--- src/rtl/alu_pkg.sv ---
// Shared ALU definitions: function codes, datapath width and the
// result-register state encoding used by the ALU sharing arbiter.
package alu_pkg;

  localparam logic [3:0] ALU_ADD = 4'h0;
  localparam logic [3:0] ALU_SUB = 4'h1;
  localparam logic [3:0] ALU_AND = 4'h2;
  localparam logic [3:0] ALU_XOR = 4'h3;
  localparam int         ALU_W   = 32;

  typedef enum logic {
    ST_EMPTY = 1'b0,
    ST_FULL  = 1'b1
  } state_e;

  // Codes above XOR have no ALU operation behind them.
  function automatic logic fun_illegal(input logic [3:0] fun);
    return (fun > ALU_XOR);
  endfunction

endpackage

--- src/rtl/alu.sv ---
// Combinational 32-bit ALU: add, subtract, and, xor; unknown codes give 0.
module alu
  import alu_pkg::*;
(
  input  logic [ALU_W-1:0] aluA_i,
  input  logic [ALU_W-1:0] aluB_i,
  input  logic [3:0]       alufun_i,
  output logic [ALU_W-1:0] valE_o
);

  // Operation select.
  always_comb begin
    valE_o = {ALU_W{1'b0}};
    case (alufun_i)
      ALU_ADD: valE_o = aluA_i + aluB_i;
      ALU_SUB: valE_o = aluA_i - aluB_i;
      ALU_AND: valE_o = aluA_i & aluB_i;
      ALU_XOR: valE_o = aluA_i ^ aluB_i;
      default: valE_o = {ALU_W{1'b0}};
    endcase
  end

endmodule

--- src/rtl/alu_share_arb.sv ---
// Round-robin sharing of one ALU between NREQ requesters, with a single-entry
// result register returned over per-requester valid/ready response channels.
module alu_share_arb
  import alu_pkg::*;
#(
  parameter int NREQ = 2,
  parameter int W    = 32
) (
  input  logic              clk,
  input  logic              rst_n,
  input  logic [NREQ-1:0]   req_valid,
  output logic [NREQ-1:0]   req_ready,
  input  logic [NREQ*W-1:0] req_aluA,
  input  logic [NREQ*W-1:0] req_aluB,
  input  logic [NREQ*4-1:0] req_alufun,
  output logic [NREQ-1:0]   resp_valid,
  input  logic [NREQ-1:0]   resp_ready,
  output logic [W-1:0]      resp_valE,
  output logic              resp_err,
  output logic              busy
);

  localparam int PW = (NREQ > 2) ? 2 : 1;

  state_e          state_q, state_d;
  logic [PW-1:0]   owner_q, owner_d;
  logic [PW-1:0]   rr_q, rr_d;
  logic [W-1:0]    val_q, val_d;
  logic            err_q, err_d;
  logic [PW-1:0]   win_s;
  logic            found_s;
  logic            slot_free_s;
  logic            accept_s;
  logic            err_s;
  logic [W-1:0]    alu_a_s, alu_b_s, alu_y_s;
  logic [3:0]      fun_s;
  int              idx_s;

  // Round-robin scan; walking downward lets the nearest requester to rr_q win.
  always_comb begin
    win_s   = '0;
    found_s = 1'b0;
    idx_s   = 0;
    for (int k = NREQ - 1; k >= 0; k--) begin
      idx_s = int'(rr_q) + k;
      if (idx_s >= NREQ) begin
        idx_s = idx_s - NREQ;
      end else begin
        idx_s = idx_s;
      end
      if (req_valid[idx_s]) begin
        win_s   = idx_s[PW-1:0];
        found_s = 1'b1;
      end else begin
        win_s   = win_s;
        found_s = found_s;
      end
    end
  end

  assign slot_free_s = (state_q == ST_EMPTY) | resp_ready[owner_q];
  // rst_n gating keeps req_ready low for the whole reset window.
  assign accept_s    = found_s & slot_free_s & rst_n;

  assign alu_a_s = req_aluA[int'(win_s)*W +: W];
  assign alu_b_s = req_aluB[int'(win_s)*W +: W];
  assign fun_s   = req_alufun[int'(win_s)*4 +: 4];
  assign err_s   = fun_illegal(fun_s);

  alu u_alu (
    .aluA_i   (alu_a_s),
    .aluB_i   (alu_b_s),
    .alufun_i (fun_s),
    .valE_o   (alu_y_s)
  );

  // Handshake outputs: one-hot grant and one-hot response valid.
  always_comb begin
    req_ready  = '0;
    resp_valid = '0;
    if (accept_s) begin
      req_ready[win_s] = 1'b1;
    end else begin
      req_ready = '0;
    end
    if (state_q == ST_FULL) begin
      resp_valid[owner_q] = 1'b1;
    end else begin
      resp_valid = '0;
    end
  end

  // Next state: accept overrides drain so back-to-back ops keep the slot FULL.
  always_comb begin
    state_d = state_q;
    owner_d = owner_q;
    rr_d    = rr_q;
    val_d   = val_q;
    err_d   = err_q;
    if (accept_s) begin
      state_d = ST_FULL;
      owner_d = win_s;
      rr_d    = (int'(win_s) == NREQ - 1) ? {PW{1'b0}} : (win_s + 1'b1);
      val_d   = err_s ? {W{1'b0}} : alu_y_s;
      err_d   = err_s;
    end else if ((state_q == ST_FULL) && resp_ready[owner_q]) begin
      state_d = ST_EMPTY;
    end else begin
      state_d = state_q;
    end
  end

  // State and result register.
  always_ff @(posedge clk or negedge rst_n) begin
    if (!rst_n) begin
      state_q <= ST_EMPTY;
      owner_q <= {PW{1'b0}};
      rr_q    <= {PW{1'b0}};
      val_q   <= {W{1'b0}};
      err_q   <= 1'b0;
    end else begin
      state_q <= state_d;
      owner_q <= owner_d;
      rr_q    <= rr_d;
      val_q   <= val_d;
      err_q   <= err_d;
    end
  end

  assign busy      = (state_q == ST_FULL);
  assign resp_valE = val_q;
  assign resp_err  = err_q;

endmodule

--- config.mk ---
export PLATFORM = sky130hd
export DESIGN_NAME = alu_share_arb
export DESIGN_NICKNAME = d
export VERILOG_FILES = /design/src/rtl/alu_pkg.sv /design/src/rtl/alu.sv /design/src/rtl/alu_share_arb.sv
export SDC_FILE = /design/constraint.sdc
export NUM_CORES = 1
export LEC_CHECK = 0
export ABC_AREA = 1
export CAP_MARGIN = 30
export CORE_MARGIN = 5
export CORE_UTILIZATION = 35
export DETAILED_ROUTE_END_ITERATION = 8
export GPL_TIMING_DRIVEN = 1
export MAX_ROUTING_LAYER = met4
export PLACE_DENSITY = 0.58
export SLEW_MARGIN = 20
export SYNTH_ARGS = -nofsm -noshare
export SYNTH_HDL_FRONTEND = slang
export SYNTH_HIERARCHICAL = 1
export SYNTH_SLANG_ARGS = --single-unit
--- constraint.sdc ---
create_clock -name clk -period 10.6 [get_ports clk]
set_input_delay 1.06 -clock clk [delete_from_list [all_inputs] [get_ports clk]]
set_output_delay 1.06 -clock clk [all_outputs]
set_load 0.01 [all_outputs]
==> impl_metrics.ini, run 1 <==
[logic_synthesis]
seq_area_frac_synth_pct = 13.3
synth_top_area_cell = nand2_1
synth.net_count = 1461
synthTopCellsByArea = nand2_1 33%, dfrtp_1 13%, ha_1 12%, inv_1 9.6%, nor2_1 6.4%
ys_top_cells_by_count = 593 x nand2_1, 173 x inv_1, 115 x nor2_1, 64 x ha_1, 56 x nand3_1
synth_seq_cells = 36
synth_top_area_share_pct = 32.9
netlist_area_mm2 = 0.00677
synthFlopType = dfrtp_1
avgSynthCellArea_um2 = 5.40
synth_most_common_cell = nand2_1
syn_inst = 1254
async_flop_share_pct = 100
ys_types = 44
synth_edf_count = 0
yosys_warnings = 6

[routing]
routed.top_layer = met4
drcViolationCount = 0
route.met3.wl_um = 1730
wl_met1_um = 12000
drt_iter0_markers = 528
drt_wl_total_um = 23100
wl_met2_um = 9070
vias = 7789
dr.pass1.iters = 5
wl_per_cell_um = 13.8
ant_nets = 0
via_per_inst = 4.66

[clock_tree]
clk_root_buffer_cell = clkbuf_16
post-cts-setup-buffers = 0
cts_buffers = 5
clk_pin_slew_ps = 50
cts_hold_buf = 0
clk_latency_ps = 280
cts.sinks = 36
cts_resized = 0
cts_buffer_depth = 2
htreeDepth = 2
cts_tree = done

[global_routing]
grt.total_usage_pct = 20.9
first_global_vias = 7224
grt.overflow.total = 0
grt_max_degree = 72
grt_pass1_wl_um = 37000
antenna_found_initial = 0

[critical_path]
cp_slowest_cell = nor2_4
path_common_cell = nand2_1
cp-end-kind = flip-flop
r2r_start = rr_q$_DFFE_PN0P_
path_class = input pin to flip-flop
worst_ep_arrival_time_ps = 6180
rrSetupSlack_ps = 5490
cpPeakStageDelay_ps = 560
startpoint = req_valid[0]
path_buf_inv = 7
cp_top_family = simple AND/OR/NAND/NOR gates
start_kind = input pin
cp_max_fo = 66
required_ps = 10810

[sta]
rsz0062_at_grt = false
finalSetupTns_ps = 0
hold_viol = 0
finalSetupViolations = 0
skew_ps = 4.89
relSlewSlack_pct = 45.2
post-route-period-util_pct = 56.3
min_period_ps = 5970
worst_pin_slew_ps = 819
fmax_mhz = 167
holdWs_ps = 473
maxSlewViolCount = 0

[die]
dieHeight_um = 149
die_w_um = 149
initial_utilization_pct = 35.8
core.rowCount = 50
core_area_mm2 = 0.0189
die-area_mm2 = 0.0222
io_pins = 180

[final_layout]
diodes = 0
fillCellCount = 2135
fin_cells = 1671
register_area_um2 = 901
drive_gt1_share_pct = 2.83
nets = 1617
multiInputGateArea_mm2 = 0.00500
fin_util_pct = 47.0
design_area_mm2 = 0.00888
syn_to_final_growth_pct = 31.2

[place]
numPortBuffers = 179
gp_congestion = 0.936
dpl_cell_area_mm2 = 0.00872
place_inst = 1662
dp_hpwl_um = 19400

[min_path]
worstHoldPathType = flip-flop to flip-flop
min-delay-start = resp_valE[12]$_DFFE_PN0P_

[pwr]
vdd_drop_max_mv = 0.0670
leakage_nw = 4.85
p_per_area_mw_per_mm2 = 146

[flow_run]
cap_violations = 0

[run_status]
outcome = completed
per-layer routing:
layer / GRT usage (%) / vias to the layer above
li1: - / 4158
met1: 33.1 / 3353
met2: 29.4 / 265
met3: 1.34 / 13
met4: 3.25 / 0
met5: - / -
registers in the layout, indices dropped and copies added, names as in the netlist:
| name | cells |
|---|---|
| resp_err | 1 |
| owner_q | 1 |
| busy | 1 |
| resp_valE | 32 |
| rr_q | 1 |
cell usage in the layout, fill, tap and decap left out, types with 11 or more instances in the layout:
| master | instances |
|---|---|
| clkdlybuf4s50_1 | 178 |
| ha_1 | 64 |
| nor2_1 | 115 |
| o21ai_0 | 18 |
| nand3b_1 | 11 |
| inv_1 | 173 |
| a21oi_1 | 39 |
| nand3_1 | 56 |
| dfrtp_1 | 36 |
| a22o_1 | 16 |
| nand2_1 | 593 |
| xor2_1 | 21 |
worst paths after layout:
check | endpoint | cells after the start
max | resp_valE[17]$_DFFE_PN0P_ | 26
min in group asynchronous | resp_valE[7]$_DFFE_PN0P_ | 1
min reg2reg | resp_valE[12]$_DFFE_PN0P_ | 2
min | resp_valE[12]$_DFFE_PN0P_ | 2
max in group asynchronous | resp_valE[20]$_DFFE_PN0P_ | 2
max reg2reg | resp_valE[17]$_DFFE_PN0P_ | 26
logic make-up after synthesis:
| logic type | Yosys count | synth area share, % |
|---|---|---|
| flip-flops | 36 | 13.3 |
| adder cells (fa/ha/maj) | 65 | 12.1 |
| AO/OA/AOI/OAI | 98 | 8.98 |
| XOR/XNOR | 30 | 3.99 |
| buffers and inverters | 213 | 12.8 |
| AND/OR/NAND/NOR | 812 | 48.8 |
power by group:
part / internal (mW) / switching [mW]
Clock: 0.0937 / 0.0524
Combinational: 0.362 / 0.611
Sequential: 0.165 / 0.0154
Total: 0.620 / 0.679
through the flow:
stage               setup slack, ps  power, mW
finish                         4630       1.30
global route                   4100       1.44
detailed placement             4390       1.15
CTS                            4650       1.30
floorplan                      6500      0.840
global placement               4430       1.14
worst register-to-register path, cell delays in order, from the launching register on:
cell and delay (ps):
dfrtp_1 350, inv_1 80, nand2_2 100, nand2_4 120, buf_4 520, inv_2 120, nand2_1 70, nand2_1 100
nor2_4 560, nand2_2 440, inv_2 330, nor2_1 90, xor2_1 130, inv_1 60, ha_1 350, nand2_1 120
inv_1 90, nand2_1 110, nor2_1 290, nand4_1 200, nand3_1 150, o21ai_0 80, o21bai_1 260, inv_1 60
nor2_1 110, nand2_1 70, nand2_1 80
area by class of cell:
type | count | area share (%)
clock buffer | 8 | 1.65
inverter | 177 | 7.48
multi-input combinational | 1005 | 56.3
sequential | 36 | 10.1
tap | 260 | 3.66
timing repair buffer | 185 | 20.8
No activity file was read; power rests on OpenSTA's default activity.
==> inputs of run 2 (changes only) <==
==> constraint.sdc (replaced) <==
create_clock -name clk -period 6.17 [get_ports clk]
set_input_delay 0.617 -clock clk [delete_from_list [all_inputs] [get_ports clk]]
set_output_delay 0.617 -clock clk [all_outputs]
set_load 0.01 [all_outputs]
==> impl_metrics.ini, run 2 (synthesized netlist as in run 1, its figures left out) <==
[final_layout]
nets = 1617
fin_util_pct = 47.0
syn_to_final_growth_pct = 31.1
final_cell_mix = 593 x nand2_1, 178 x clkdlybuf4s50_1, 173 x inv_1
largest_reg_flops = 32
fillCellCount = 2132
diodes = 0
final_common_cell = nand2_1
drive_gt1_share_pct = 2.84

[die]
die_w_um = 149
dieHeight_um = 149
io_pins = 180
core.rowCount = 50
die-area_mm2 = 0.0222
core_area_mm2 = 0.0189
initial_utilization_pct = 35.8

[clock_tree]
cts_buffers = 5
cts_tree = done
cts_resized = 0
cts_buffer_depth = 2
post-cts-setup-buffers = 0
clk_latency_ps = 280
clk_pin_slew_ps = 50
cts_hold_buf = 0
cts.sinks = 36
clk_root_buffer_cell = clkbuf_16
htreeDepth = 2

[routing]
drt_wl_total_um = 23400
via_per_inst = 4.67
wl_per_cell_um = 14.0
drcViolationCount = 0
dr.pass1.iters = 5
drt_iter0_markers = 536
ant_nets = 0
vias = 7801

[global_routing]
grt_pass1_wl_um = 38000
grt_max_degree = 63
grt.overflow.total = 0
antenna_found_initial = 0
first_global_vias = 7357
grt.total_usage_pct = 21.5

[pwr]
vdd_drop_max_mv = 0.0987
p_per_area_mw_per_mm2 = 251
leakage_nw = 4.84
swShare_pct = 52.8
combinationalPowerShare_pct = 75.4
p_sw_mw = 1.18
p_clk_share_pct = 10.7
intPower_mw = 1.05
seqPwrFrac_pct = 13.9

[sta]
holdWs_ps = 176
rsz0062_at_grt = false
relSlewSlack_pct = 41.0
hold_viol = 0
min_period_ps = 5050
post-route-period-util_pct = 81.8
fmax_mhz = 198
worst_pin_slew_ps = 882
maxSlewViolCount = 0
finalSetupViolations = 0
skew_ps = 2.49
finalSetupTns_ps = 0

[place]
dp_hpwl_um = 19600
numPortBuffers = 179
gp_congestion = 0.948

[critical_path]
cp_slowest_cell = clkdlybuf4s50_1
path_common_cell = nand2_1
startpoint = req_valid[0]
start_kind = input pin
cp_top_family = simple AND/OR/NAND/NOR gates
required_ps = 6390
worst_ep_arrival_time_ps = 5260
r2r_start = rr_q$_DFFE_PN0P_
path_class = input pin to flip-flop
cp_max_fo = 59
cpPeakStageDelay_ps = 490
path_buf_inv = 6
cp-end-kind = flip-flop

[flow_run]
cap_violations = 0

[min_path]
worstHoldPathType = input pin to async pin

[run_status]
outcome = completed
run 2: cell types whose count changed in the layout (fill, tap and decap cells not counted), sizes merged:
cell / delta
clkinv: +1
clkbuf: -2
run 2: routing by layer:
metal  wire (um)  vias to the layer above  global-route usage [%]
li1            -                     4163                       -
met1       12500                     3368                    33.4
met2        9120                      256                    30.7
met3        1560                       14                    1.67
met4         246                        0                    3.39
met5           0                        -                       -
run 2: per-stage QoR:
stage          power [mW]  worst slack [ps]  std cells  cell area, um^2
5_1_grt              2.48               647       1670             8880
6_report             2.23              1120       1670             8880
4_1_cts              2.23              1150       1669             8860
3_3_place_gp         1.97               876       1662             8720
3_5_place_dp         1.97               872       1662             8720
2_1_floorplan        1.44              2520       1254             6770
run 2: final timing paths:
path                       depth (start not counted)  slack, ps                         to
max in group asynchronous                          2       5580  resp_valE[24]$_DFFE_PN0P_
setup reg to reg                                  25       1530  resp_valE[17]$_DFFE_PN0P_
hold reg to reg                                    2        470  resp_valE[18]$_DFFE_PN0P_
hold / removal                                     1        180   resp_valE[4]$_DFFE_PN0P_
min in group clk                                   2        470  resp_valE[18]$_DFFE_PN0P_
setup / recovery                                  25       1120  resp_valE[17]$_DFFE_PN0P_
run 2: cell type report:
cell class,count,area [um^2],area share (%)
clock buffer,6,129,1.45
clock inverter,1,5.00,0.0564
inverter,177,664,7.49
multi-input combinational,1005,5010,56.4
sequential,36,901,10.1
tap,260,325,3.67
timing repair buffer,185,1840,20.8
run 2: power groups by stage:
stage | Combinational [mW] | Clock (mW) | Sequential (mW)
3_5_place_dp | 1.66 | 0 | 0.313
4_1_cts | 1.67 | 0.248 | 0.309
5_1_grt | 1.91 | 0.258 | 0.316
2_1_floorplan | 1.11 | 0 | 0.331
3_3_place_gp | 1.66 | 0 | 0.313
6_report | 1.68 | 0.239 | 0.308
